**src/rtl/vga_mem_reader.sv**
```systemverilog
// Prefetching frame-buffer reader for the VGA display stage.
// Keeps a small FIFO topped up from memory and serves one word per request.

`ifndef LOG_MEM
`define LOG_MEM 16
`endif
`ifndef LOG_ADDR
`define LOG_ADDR 19
`endif

module vga_mem_reader #(
    parameter int DEPTH        = 8,
    parameter int READ_LATENCY = 2,
    parameter int FRAME_WORDS  = 153600,
    parameter logic [`LOG_ADDR-1:0] BANK1_BASE = 19'd262144
) (
    input  logic                 clock,
    input  logic                 reset,
    input  logic                 frame_flag,
    input  logic                 display_bank,
    input  logic                 vga_flag,
    output logic [`LOG_MEM-1:0]  vga_pixel,
    output logic                 done_vga,
    output logic                 underflow,
    output logic                 mem_read,
    output logic [`LOG_ADDR-1:0] mem_addr,
    input  logic                 mem_grant,
    input  logic [`LOG_MEM-1:0]  mem_rdata
);

    localparam int PW = (DEPTH > 1) ? $clog2(DEPTH) : 1;
    localparam int CW = $clog2(DEPTH + 1);
    localparam int WW = $clog2(FRAME_WORDS + 1);
    localparam logic [WW-1:0] LAST = WW'(FRAME_WORDS);

    logic [`LOG_MEM-1:0]    fifo [DEPTH];
    logic [PW-1:0]          wptr;
    logic [PW-1:0]          rptr;
    logic [CW-1:0]          count;
    logic [READ_LATENCY-1:0] vsr;
    logic [READ_LATENCY:0]  vsr_next;
    logic [WW-1:0]          words;
    logic                   pop_d1;
    logic [31:0]            inflight;
    logic [31:0]            occ;
    logic                   issue;
    logic                   push;
    logic                   pop_req;
    logic                   pop;
    logic                   empty;

    // Reads in flight count against FIFO space so returns can never overflow it.
    always_comb begin
        inflight = '0;
        for (int i = 0; i < READ_LATENCY; i++) begin
            inflight = inflight + 32'(vsr[i]);
        end
        occ = 32'(count) + inflight;
        mem_read = !reset && !frame_flag
                && (words < LAST)
                && (occ < 32'(DEPTH));
    end

    assign issue    = mem_read & mem_grant;
    assign push     = vsr[READ_LATENCY-1];
    assign pop_req  = vga_flag & ~frame_flag;
    assign empty    = (count == '0);
    assign pop      = pop_req & ~empty;
    assign vsr_next = {vsr, issue};

    always_ff @(posedge clock) begin
        if (!reset && !frame_flag && push) begin
            fifo[wptr] <= mem_rdata;
        end
    end

    always_ff @(posedge clock) begin
        if (reset) begin
            vga_pixel <= '0;
            done_vga  <= 1'b0;
            underflow <= 1'b0;
            mem_addr  <= '0;
            count     <= '0;
            wptr      <= '0;
            rptr      <= '0;
            vsr       <= '0;
            words     <= '0;
            pop_d1    <= 1'b0;
        end else begin
            pop_d1   <= pop_req;
            done_vga <= pop_d1;
            if (pop_req) begin
                vga_pixel <= empty ? '0 : fifo[rptr];
                if (empty) begin
                    underflow <= 1'b1;
                end
            end
            if (frame_flag) begin
                count    <= '0;
                wptr     <= '0;
                rptr     <= '0;
                vsr      <= '0;
                words    <= '0;
                mem_addr <= display_bank ? BANK1_BASE : '0;
            end else begin
                vsr <= vsr_next[READ_LATENCY-1:0];
                if (issue) begin
                    mem_addr <= mem_addr + `LOG_ADDR'(1);
                    words    <= words + WW'(1);
                end
                if (push) begin
                    wptr <= wptr + PW'(1);
                end
                if (pop) begin
                    rptr <= rptr + PW'(1);
                end
                if (push && !pop) begin
                    count <= count + CW'(1);
                end else if (pop && !push) begin
                    count <= count - CW'(1);
                end
            end
        end
    end

endmodule
```
**config.mk**
```make
export PLATFORM = sky130hd
export DESIGN_NAME = vga_mem_reader
export DESIGN_NICKNAME = d
export VERILOG_FILES = /design/src/rtl/vga_mem_reader.sv
export SDC_FILE = /design/constraint.sdc
export NUM_CORES = 1
export LEC_CHECK = 0
export ABC_AREA = 1
export CORE_AREA = 2 2 172 90
export DETAILED_ROUTE_END_ITERATION = 16
export DIE_AREA = 0 0 174 92
export PLACE_DENSITY = 0.78
export SLEW_MARGIN = 10
export SYNTH_ARGS = -nofsm -noshare
export SYNTH_HDL_FRONTEND = slang
export SYNTH_SLANG_ARGS = --single-unit
```
**constraint.sdc**
```tcl
create_clock -name clock -period 2.85 [get_ports clock]
set_input_delay 0.4275 -clock clock [delete_from_list [all_inputs] [get_ports clock]]
set_output_delay 0.4275 -clock clock [all_outputs]
set_load 0.01 [all_outputs]
```
==> results of run 1 <==
## layer usage
layer  up-vias  share of wire (%)
met5         -                  0
met4         0               0.90
met3        16                7.6
met2       222                 41
met1      2910                 50
li1       3023                  -
## registers in the layout, summed over array words and instances (netlist names), 2 cells and up, named ones only
signal     count
vsr            2
words         18
fifo         128
vga_pixel     16
wptr           3
count          4
mem_addr      19
rptr           3
## final cells by class
cell class | instances | area [µm²]
clock buffers | 18 | 429.2
multi-input cells | 551 | 2615
well taps | 204 | 255.2
clock inverters | 14 | 185.2
inverters | 51 | 191.4
flip-flops and latches | 199 | 5268
fillers | 1161 | 4975
repair buffers | 89 | 815.8
## placed cells by master, fill, tap and decap left out, drive strengths merged, types with 8 or more instances in the layout
master	count
clkbuf	18
buf	30
nand2	121
a21oi	49
o21ai	79
edfxtp	128
clkdlybuf4s50	59
nand4	8
nor2	181
inv	57
nor3	17
ha	8
dfxtp	71
nand3	44
o211ai	32
## cells by family (layout without fill, tap and decap cells)
family,count (synthesis),after routing,share of synthesized area (%)
adders and majority gates,9,9,1.457
AOI/OAI and AO/OA,164,164,11.09
and+or+nand+nor,372,372,18.53
xor gates and xnor gates,6,6,0.6372
buffers and inverters,89,172,4.445
DFF,199,199,63.84
## where the power goes
group          internal, mW  switching, mW
Sequential             3.07        0.00659
Clock                  1.34           1.14
Combinational        0.0607          0.103
## worst max path at each step
stage                 end  slack, ns  cells past startpoint
2_1_floorplan  fifo[1][0]       0.68                      5
3_3_place_gp     count[3]       0.29                     14
3_5_place_dp     count[3]       0.13                     14
4_1_cts          mem_read       0.30                      7
5_1_grt          mem_read       0.19                      7
6_report         mem_read       0.32                      7
## worst min-delay path, cell delays in order (launching register included)
cell and delay (ns):
dfxtp_1 0.30, inv_1 0.04, nor2_1 0.03
==> flow_summary.yaml, run 1 <==
run_status:
  status: "completed"
power_and_ir_drop:
  power.density_nw_per_um2: 586.1
  p_leak_nw: 3.294
  peakVddDrop_mv: 0.3994
  power_mw: 5.720
critical_path:
  crit_top_cell: "nand2_1"
  reg2reg_setup_slack_ns: 0.69
  crit_path_cell_trace: "ha_1, nand2_1, nand2_1, a21oi_2, nand2_1, inv_1, clkdlybuf4s50_1"
  startpoint: "count[0]"
  cp.buffers_inverters: 2
  path_max_fanout: 4
  startpoint_type: "flip-flop"
  critPathMaxStageDelay_ns: 0.52
  worstPathArrival_ns: 2.10
  cp_top_family: "buffers and inverters"
  cp.required_ns: 2.42
  critPathSlowestCell: "clkdlybuf4s50_1"
  critPathCaptureType: "output pin"
  r2r_start: "count[0]"
  critPathKind: "reg -> out"
  rr_worst_depth: 14
  r2r-end: "count[3]"
route:
  drtPass1Iterations: 5
  drc: 0
  vias: 6171
  detail_route.wl_per_cell_um: 16.35
  postRouteAntennaNets: 0
  wirelength_um: 18410
  drt_iter0_markers: 695
  avgViaCountPerCell: 5.480
die:
  fp.dieArea_um2: 16010
  start_util_pct: 55.97
  ios: 60
  die_y_um: 92
  fp.dieW_um: 174
  core-area_um2: 14730
  rows: 32
global_route:
  met3_usage_pct: 5.224
  grt_pass1_wl_um: 29500
  grt.total_usage_pct: 24.04
  use_met2_pct: 33.03
  grt_max_degree: 65
  grt-busiest-layer: "met1"
  grt_overflow: 0
  met1_usage_pct: 38.15
  grt_pass1_vias: 5528
  antenna_found_initial: 0
sta:
  finClkSkew_ns: 0.01545
  maxSlewViolCount: 0
  rsz0062_at_grt: "no"
  whs_ns: 0.4066
  setup_tns_ns: 0
  finalWorstSetupSlack_ns: 0.3178
  slew_headroom_pct: 54.88
  min_period_ns: 2.532
  hold_viol_final: 0
  fin_crit_sh_pct: 88.85
  finalSetupViolations: 0
  tightest_slew_ns: 0.6760
  fmax_mhz: 394.9
yosys:
  synthTopCellsByCount: "nor2_1, edfxtp_1, nand2_1"
  synth_top_cell_by_area: "edfxtp_1"
  ys_ff_latch: 199
  yosysTopAreaCellShare_pct: 46.61
  synthFlopType: "edfxtp_1"
  syn_inst: 839
  async_flop_share_pct: 0
  syn_nets: 870
  synthDistinctLibCells: 29
  ys_warn_count: 0
  synthTopCellsByArea: "edfxtp_1, dfxtp_1, nor2_1, nand2_1, o21ai_0"
  avgSynthCellArea_um2: 9.829
  yosysSeqAreaShare_pct: 63.84
  synthesis.area_um2: 8247
  synth_most_common_cell: "nor2_1"
  synth-edff-count: 128
flow_run:
  maxCapViolCount: 0
clock_tree:
  cts.sinks: 199
  ctsHoldBuffers: 0
  cts_buffers: 17
  clock_path_buffers: 2
  clock-root-buffer: "clkbuf_16"
  h-tree-depth: 4
  post_cts.repair.setup_buffers: 0
  tritoncts: "yes"
  clkSlewWorstSetupHoldPaths_ns: 0.07
  clk_latency_ns: 0.43
  cts_resized: 0
place:
  routabilityCongestion: 0.8358
  port_buffers: 59
  placed_area_um2: 9145
  dp_slack_ns: 0.1333
  place_inst: 1094
  dp_hpwl_um: 11950
min_path:
  min_path_type: "reg -> reg"
  min_delay_worst_endpoint: "done_vga"
  hp-start: "pop_d1"
  hold_depth: 2
layout:
  fin_cells: 1126
  final_util_pct: 66.24
  final_cell_area_um2: 9759
  syn2layout_area_growth_pct: 18.34
  nNetsFinal: 940
  drive_above_1_share_pct: 7.701
  n_antenna_cell: 0
Note: power is estimated with default switching activity, not from simulation.
==> run 2, diff against run 1 <==
Settings changed: GPL_ROUTABILITY_DRIVEN from default to 0.
==> run 2 against run 1 <==
Effect of this change: hold slack better by 0.0029 ns; non-clock buffer count is 2 lower; combinational power hardly changed; clock skew is 0.0018 ns lower; design area is 0.23% lower; via count is 0.36% higher; cell count is 0.18% lower; sequential cell count stayed put; critical path depth stayed put; highest routed layer unchanged.
==> flow_summary.yaml, run 2 (synthesis gave the netlist of run 1 again) <==
min_path:
  hp-start: "pop_d1"
  min_path_type: "reg -> reg"
route:
  highest_layer: "met4"
  drtPass1Iterations: 5
  postRouteAntennaNets: 0
  routed-wl-met3_um: 1483
  vias: 6193
  drt_iter0_markers: 631
  wl_met1_um: 8958
  wirelength_um: 18370
  drc: 0
  avgViaCountPerCell: 5.510
  met2_length_um: 7679
  detail_route.wl_per_cell_um: 16.34
critical_path:
  cp.required_ns: 2.42
  critPathCaptureType: "output pin"
  critPathMaxStageDelay_ns: 0.52
  critPathKind: "reg -> out"
  startpoint: "count[0]"
  cp_top_family: "buffers and inverters"
  worstPathArrival_ns: 2.14
  critPathSlowestCell: "clkdlybuf4s50_1"
  path_max_fanout: 4
  r2r_start: "count[0]"
  crit_path_cell_trace: "ha_1, nand2_1, nand2_1, a21oi_2, nand2_1, inv_1, clkdlybuf4s50_1"
  cp.buffers_inverters: 2
  startpoint_type: "flip-flop"
  crit_top_cell: "nand2_1"
clock_tree:
  clkSlewWorstSetupHoldPaths_ns: 0.07
  clk_latency_ns: 0.43
  cts.sinks: 199
  h-tree-depth: 4
  cts_buffers: 17
  ctsHoldBuffers: 0
  post_cts.repair.setup_buffers: 0
  cts_resized: 0
  clock_path_buffers: 2
  tritoncts: "yes"
  clock-root-buffer: "clkbuf_16"
sta:
  finalSetupViolations: 0
  setup_tns_ns: 0
  whs_ns: 0.4095
  finClkSkew_ns: 0.01362
  min_period_ns: 2.572
  maxSlewViolCount: 0
  finalWorstSetupSlack_ns: 0.2780
  fmax_mhz: 388.8
  hold_viol_final: 0
  rsz0062_at_grt: "no"
  tightest_slew_ns: 0.7725
  fin_crit_sh_pct: 90.25
  slew_headroom_pct: 48.43
layout:
  final_cell_area_um2: 9737
  layout.cells.most_common: "nor2_1"
  drive_above_1_share_pct: 7.500
  largest_reg_flops: 128
  layout_common_cells: "nor2_1, edfxtp_1, nand2_1, o21ai_0, dfxtp_1"
  largestRegisters: "fifo x128, mem_addr x19, words x18"
  nNetsFinal: 938
  regMostFlops: "fifo"
  n_antenna_cell: 0
  syn2layout_area_growth_pct: 18.07
global_route:
  grt.total_usage_pct: 23.88
  grt_pass1_vias: 5670
  grt_max_degree: 65
  antenna_found_initial: 0
  grt_overflow: 0
  grt_pass1_wl_um: 29280
place:
  port_buffers: 59
  dp_slack_ns: 0.2125
  dp_hpwl_um: 11940
  placed_area_um2: 9143
die:
  start_util_pct: 55.97
  die_y_um: 92
  fp.dieW_um: 174
  rows: 32
  ios: 60
  core-area_um2: 14730
  fp.dieArea_um2: 16010
power_and_ir_drop:
  power.density_nw_per_um2: 575.2
  peakVddDrop_mv: 0.3770
  p_leak_nw: 3.280
run_status:
  status: "completed"
flow_run:
  maxCapViolCount: 0
run 2: cell types whose count changed in the layout (fill, tap and decap cells not counted), sizes merged:
cell / before / now
clkinvlp: 2 / 0
clkinv: 4 / 8
buf: 30 / 28
inv: 57 / 58
bufinv: 2 / 0
clkbuf: 18 / 17
run 2: through the flow:
| stage | power, mW | util (%) | cells |
|---|---|---|---|
| floorplan | 3.213 | - | 839 |
| global route | 5.767 | 66.08 | 1124 |
| global placement | 3.298 | 62.05 | 1092 |
| detailed placement | 3.301 | 62.05 | 1092 |
| CTS | 5.644 | 66.08 | 1124 |
| finish | 5.600 | 66.08 | 1124 |
run 2: worst paths after layout:
check	endpoint	slack (ns)	cells past startpoint
hold reg to reg	done_vga	0.41	2
setup / recovery	mem_read	0.28	7
setup reg to reg	count[3]	0.70	14
hold / removal	done_vga	0.41	2
run 2: worst reg2reg max path, stage by stage, from the launching register on:
cell     delay (ns)
dfxtp_1        0.44
inv_1          0.12
nand3_1        0.11
nand2_1        0.10
ha_1           0.21
inv_1          0.13
ha_1           0.25
nand2_1        0.07
inv_1          0.03
o21ai_0        0.19
nand3_1        0.12
nand3_1        0.13
nand2_1        0.06
nand2_1        0.05
nor2_1         0.04
run 2: power by group:
group          internal (mW)  leakage, nW  total, mW  switching [mW]
clock network           1.18        0.289       2.36            1.18
logic                 0.0608         1.27      0.163           0.102
registers               3.07         1.72       3.07         0.00711
run 2: cell type report:
class	count	area (µm²)
fill	1147	4997
multi-input combinational	551	2615
sequential	199	5268
tap	204	255.2
inverter	51	191.4
clock buffer	17	425.4
clock inverter	15	168.9
timing repair buffer	87	813.3
run 2: metal layers:
metal	up-vias	track usage (%)
li1	3013	-
met1	2919	36.73
met2	242	33.76
met3	19	4.643
met4	0	8.333
met5	-	0
==> RTL change 1, RTL diff (config.mk and constraints of run 2) <==
Reset style: asynchronous (`reset`), changed in one clocked block.
--- a/src/rtl/vga_mem_reader.sv
+++ b/src/rtl/vga_mem_reader.sv
@@ -74,7 +74,7 @@
         end
     end
 
-    always_ff @(posedge clock) begin
+    always_ff @(posedge clock or posedge reset) begin
         if (reset) begin
             vga_pixel <= '0;
             done_vga  <= 1'b0;
Behaviour: differs if reset is asserted again (counterexample within 4 cycles, from zero or initial values and one cycle with reset high); with reset held inactive, the same outputs for 4 cycles.
==> RTL change 1 against run 2 <==
- wire length is 10% higher
- core utilization rose by 2.7 points
- sequential cell count decreased by 3
- worst setup slack lost 0.0087 ns
- cell area up 4.1%
- sequential share of layout area rose by 0.65 points
- highest routed layer unchanged
- area after synthesis is 4.7% higher
- hold slack worse by 0.069 ns
- die area unchanged
Power is not compared: it rests on default switching activity, and its combinational part moved more than twofold at a synthesized area within 25%.
==> RTL change 1: results (changes against run 2) <==
post_cts resized 0 (unchanged); largest net degree at the start of global routing 37 (-43%); Worst-Margin Slew 0.833 ns (+0.0604 ns); Avg Inst Size Synth 9.93 um^2 (+1.1%); first-pass GRT wire length 33.4 mm (+14%); placed inst area 9520 um^2 (+4.1%); clk_skew 0.0133 ns (-0.000366 ns); initial DRC count 762 (+21%); met1 Use GR 43.1% (+6.4 points); M1 wire length 9.56 mm (+6.7%); Critical Path Max Stage Delay 0.54 ns (+0.02 ns); r2r setup slk 0.41 ns (-0.29 ns); CP max stage cell clkdlybuf4s50_1; Worst Hold Slack 0.341 ns (-0.0690 ns); most numerous cell in the Yosys netlist nand2_1; share of layout cells above drive strength 1 6.85% (-0.65 points); pre-CTS WS 0.274 ns (+0.0616 ns); Worst R2R End mem_addr[14]; routed wl met3 1.80 mm (+21%); DR vias 6498 (+4.9%); Tcrit/Tclk final 90.6% (+0.31 points); GRT met2 Usage 39.2% (+5.4 points); number of global-route vias before repair 6224 (+9.8%); DP HPWL 12.6 mm (+5.9%); biggest regs fifo: 128 flops, mem_addr: 19 flops, words: 18 flops; Netlist cell types 30 (+3.4%); cells on worst reg2reg path 10 (-4); syn nets 899 (+3.3%); Seq/Total Area, Yosys 64.2% (+0.40 points); final net count 966 (+3.0%); asr flop ratio synth 34.7% (+35 points); routed wire length on met2 8.67 mm (+13%); fin cells 1153 (+2.6%); placed cell count 1121 (+2.7%); initial antenna violation count 0 (unchanged); All-Layer GR Usage 27.3% (+3.4 points); GRT met3 Usage 4.52% (-0.12 points); Yosys warning count 0 (unchanged); Post-synth top cells nand2_1, nor2_1, edfxtp_1; worst endpoint data arrival time 2.15 ns; critical path peak fanout 6 (+2); largest cells by area after synthesis edfxtp_1, dfrtp_1, nand2_1; Routed WL per cell 17.5 um (+7.3%); Worst Hold Class in2async; outcome completed; crit path launch count[0]; Sw Pwr 2.24 mW
==> RTL change 1: cell types whose count changed after synthesis, moves of 4 or more <==
cell,delta
a21oi_1,-40
buf_4,-4
dfrtp_1,+68
dfxtp_1,-71
inv_1,-12
nand2_1,+63
nand3_1,+12
nand4_1,+6
nor2_1,-4
nor3_1,-13
o211ai_1,-12
o21ai_0,+24
xor2_1,+12
==> RTL change 1: cell families (layout without fill, tap and decap cells) <==
family / after synthesis / in the layout / synth area share (%)
simple gates: 434 / 434 / 20.4
flops: 196 / 196 / 64.2
compound gates: 136 / 136 / 8.64
buf+inv: 76 / 156 / 3.59
xor+xnor: 19 / 19 / 1.93
fa+ha+maj: 8 / 8 / 1.25
==> RTL change 1: layout make-up <==
cell class                      instances  area [um^2]
Sequential cell                       196         5550
Fill cell                            1103         4600
Multi-Input combinational cell        597         2780
Timing Repair Buffer                   83          783
Clock buffer                           18          439
Tap cell                              204          255
Clock inverter                         14          175
Inverter                               41          154
==> RTL change 2, RTL diff (settings of run 2) <==
Without the edit above. The parameter `FRAME_WORDS` goes from 153600 to 38400.
--- a/src/rtl/vga_mem_reader.sv
+++ b/src/rtl/vga_mem_reader.sv
@@ -11,7 +11,7 @@
 module vga_mem_reader #(
     parameter int DEPTH        = 8,
     parameter int READ_LATENCY = 2,
-    parameter int FRAME_WORDS  = 153600,
+    parameter int FRAME_WORDS  = 38400,
     parameter logic [`LOG_ADDR-1:0] BANK1_BASE = 19'd262144
 ) (
     input  logic                 clock,
Behaviour: same outputs for any inputs over 4 cycles, from zero or initial values and one cycle with reset high; that may be too few to reach the edited logic, so the function may still have changed.
==> RTL change 2 against run 2 <==
- wire length rose by 0.60%
- largest power group unchanged
- area after synthesis is 1.7% lower
- total power up 1.9%
- clock power up 6%
- worst setup slack improved by 0.026 ns
- first-iteration DRC count is 1.9% higher
- cell area is 1.7% lower
- cell count fell by 2.8%
- sequential cell count down 2
- maximum frequency up 1.0%
- synthesized cell count shrank 3.1%
==> RTL change 2: results (changes against run 2) <==
largest net degree at the start of global routing 65 (unchanged); Avg Inst Size Synth 9.97 um^2 (+1.5%); worst vdd ir 435 uV (+15%); first-pass GRT wire length 29.8 mm (+1.9%); placed cell count 1060 (-2.9%); outcome completed; hold_buf cts 0 (unchanged); largest cells by area after synthesis edfxtp_1, dfxtp_1, nor2_1; DP HPWL 11.7 mm (-2.2%); biggest regs fifo: 128 flops, mem_addr: 19 flops; Hold Startpoint words[15]; I/O Buffers 59 (unchanged); Synth Flop Type edfxtp_1; FILL cells 1173 (+2.3%); Vias/cell 5.57 (+1.1%); pre-CTS WS 0.212 ns (-0.000370 ns); All-Layer GR Usage 24.2% (+0.32 points); crit path launch count[0]; syn nets 844 (-3.0%); number of global-route vias before repair 5715 (+0.79%); placed inst area 8950 um^2 (-2.1%); Lkg Pwr 3.18 nW (-2.9%); Netlist cell types 29 (unchanged); Routed WL per cell 16.9 um (+3.5%); area of the mapped netlist 8110 um^2 (-1.7%); CTS max path bufs 2 (unchanged); final net count 906 (-3.4%); share of layout cells above drive strength 1 6.98% (-0.52 points); H-tree level count 4 (unchanged); initial DRC count 643 (+1.9%); fin cells 1092 (-2.8%); Seq/Total Area, Yosys 64.4% (+0.59 points); Post-synth top cells nor2_1, edfxtp_1, nand2_1; pwr dens 596 nW/um^2 (+3.7%); clk_skew 0.0107 ns (-0.00294 ns); Clock Latency Late Sink 0.43 ns (about the same); relative slew slack 49.9% (+1.5 points)
[RTL change 2: changes by cell type after synthesis, moves of 3 or more]
cell / run 2 / this run
nand2_1: 121 / 103
nor2_1: 178 / 171
nand3_1: 43 / 49
buf_4: 4 / 0
inv_1: 49 / 46
[RTL change 2: worst paths after layout]
kind	to	slack, ns	cells past startpoint
setup reg to reg	count[3]	0.69	14
hold reg to reg	words[15]	0.45	2
setup / recovery	mem_read	0.30	7
hold / removal	words[15]	0.45	2
[RTL change 2: where the power goes]
| group | internal (mW) | switching, mW |
|---|---|---|
| clock network | 1.41 | 1.09 |
| logic | 0.0604 | 0.104 |
| registers | 3.04 | 0.00688 |
| total | 4.51 | 1.20 |
[RTL change 2: layout make-up]
class,instances,share of cell area (%)
clock buffer,17,4.44
multi-input combinational,531,26.4
sequential,197,54.6
clock inverter,15,2.00
timing repair buffer,80,7.95
tap,204,2.67
inverter,48,1.88
[RTL change 2: cell families after synthesis]
| group | Yosys count | synth area share, % |
|---|---|---|
| XOR/XNOR | 4 | 0.432 |
| adder cells (fa/ha/maj) | 9 | 1.48 |
| AO/OA/AOI/OAI | 165 | 11.3 |
| buffers and inverters | 85 | 4.35 |
| AND/OR/NAND/NOR | 353 | 18.0 |
| flip-flops | 197 | 64.4 |
[RTL change 2: worst max-delay path, stage by stage (launching register included)]
cell             delay [ns]
dfxtp_1                0.44
ha_1                   0.27
nand2_1                0.06
nand2_1                0.07
a21oi_2                0.18
nand2_2                0.09
inv_1                  0.06
clkdlybuf4s50_1        0.52
[RTL change 2: metal layers]
metal  track usage, %  routed length, um
met2             34.4               7840
met1             36.8               8870
met4             7.91                308
met5                0                  0
met3             5.35               1460
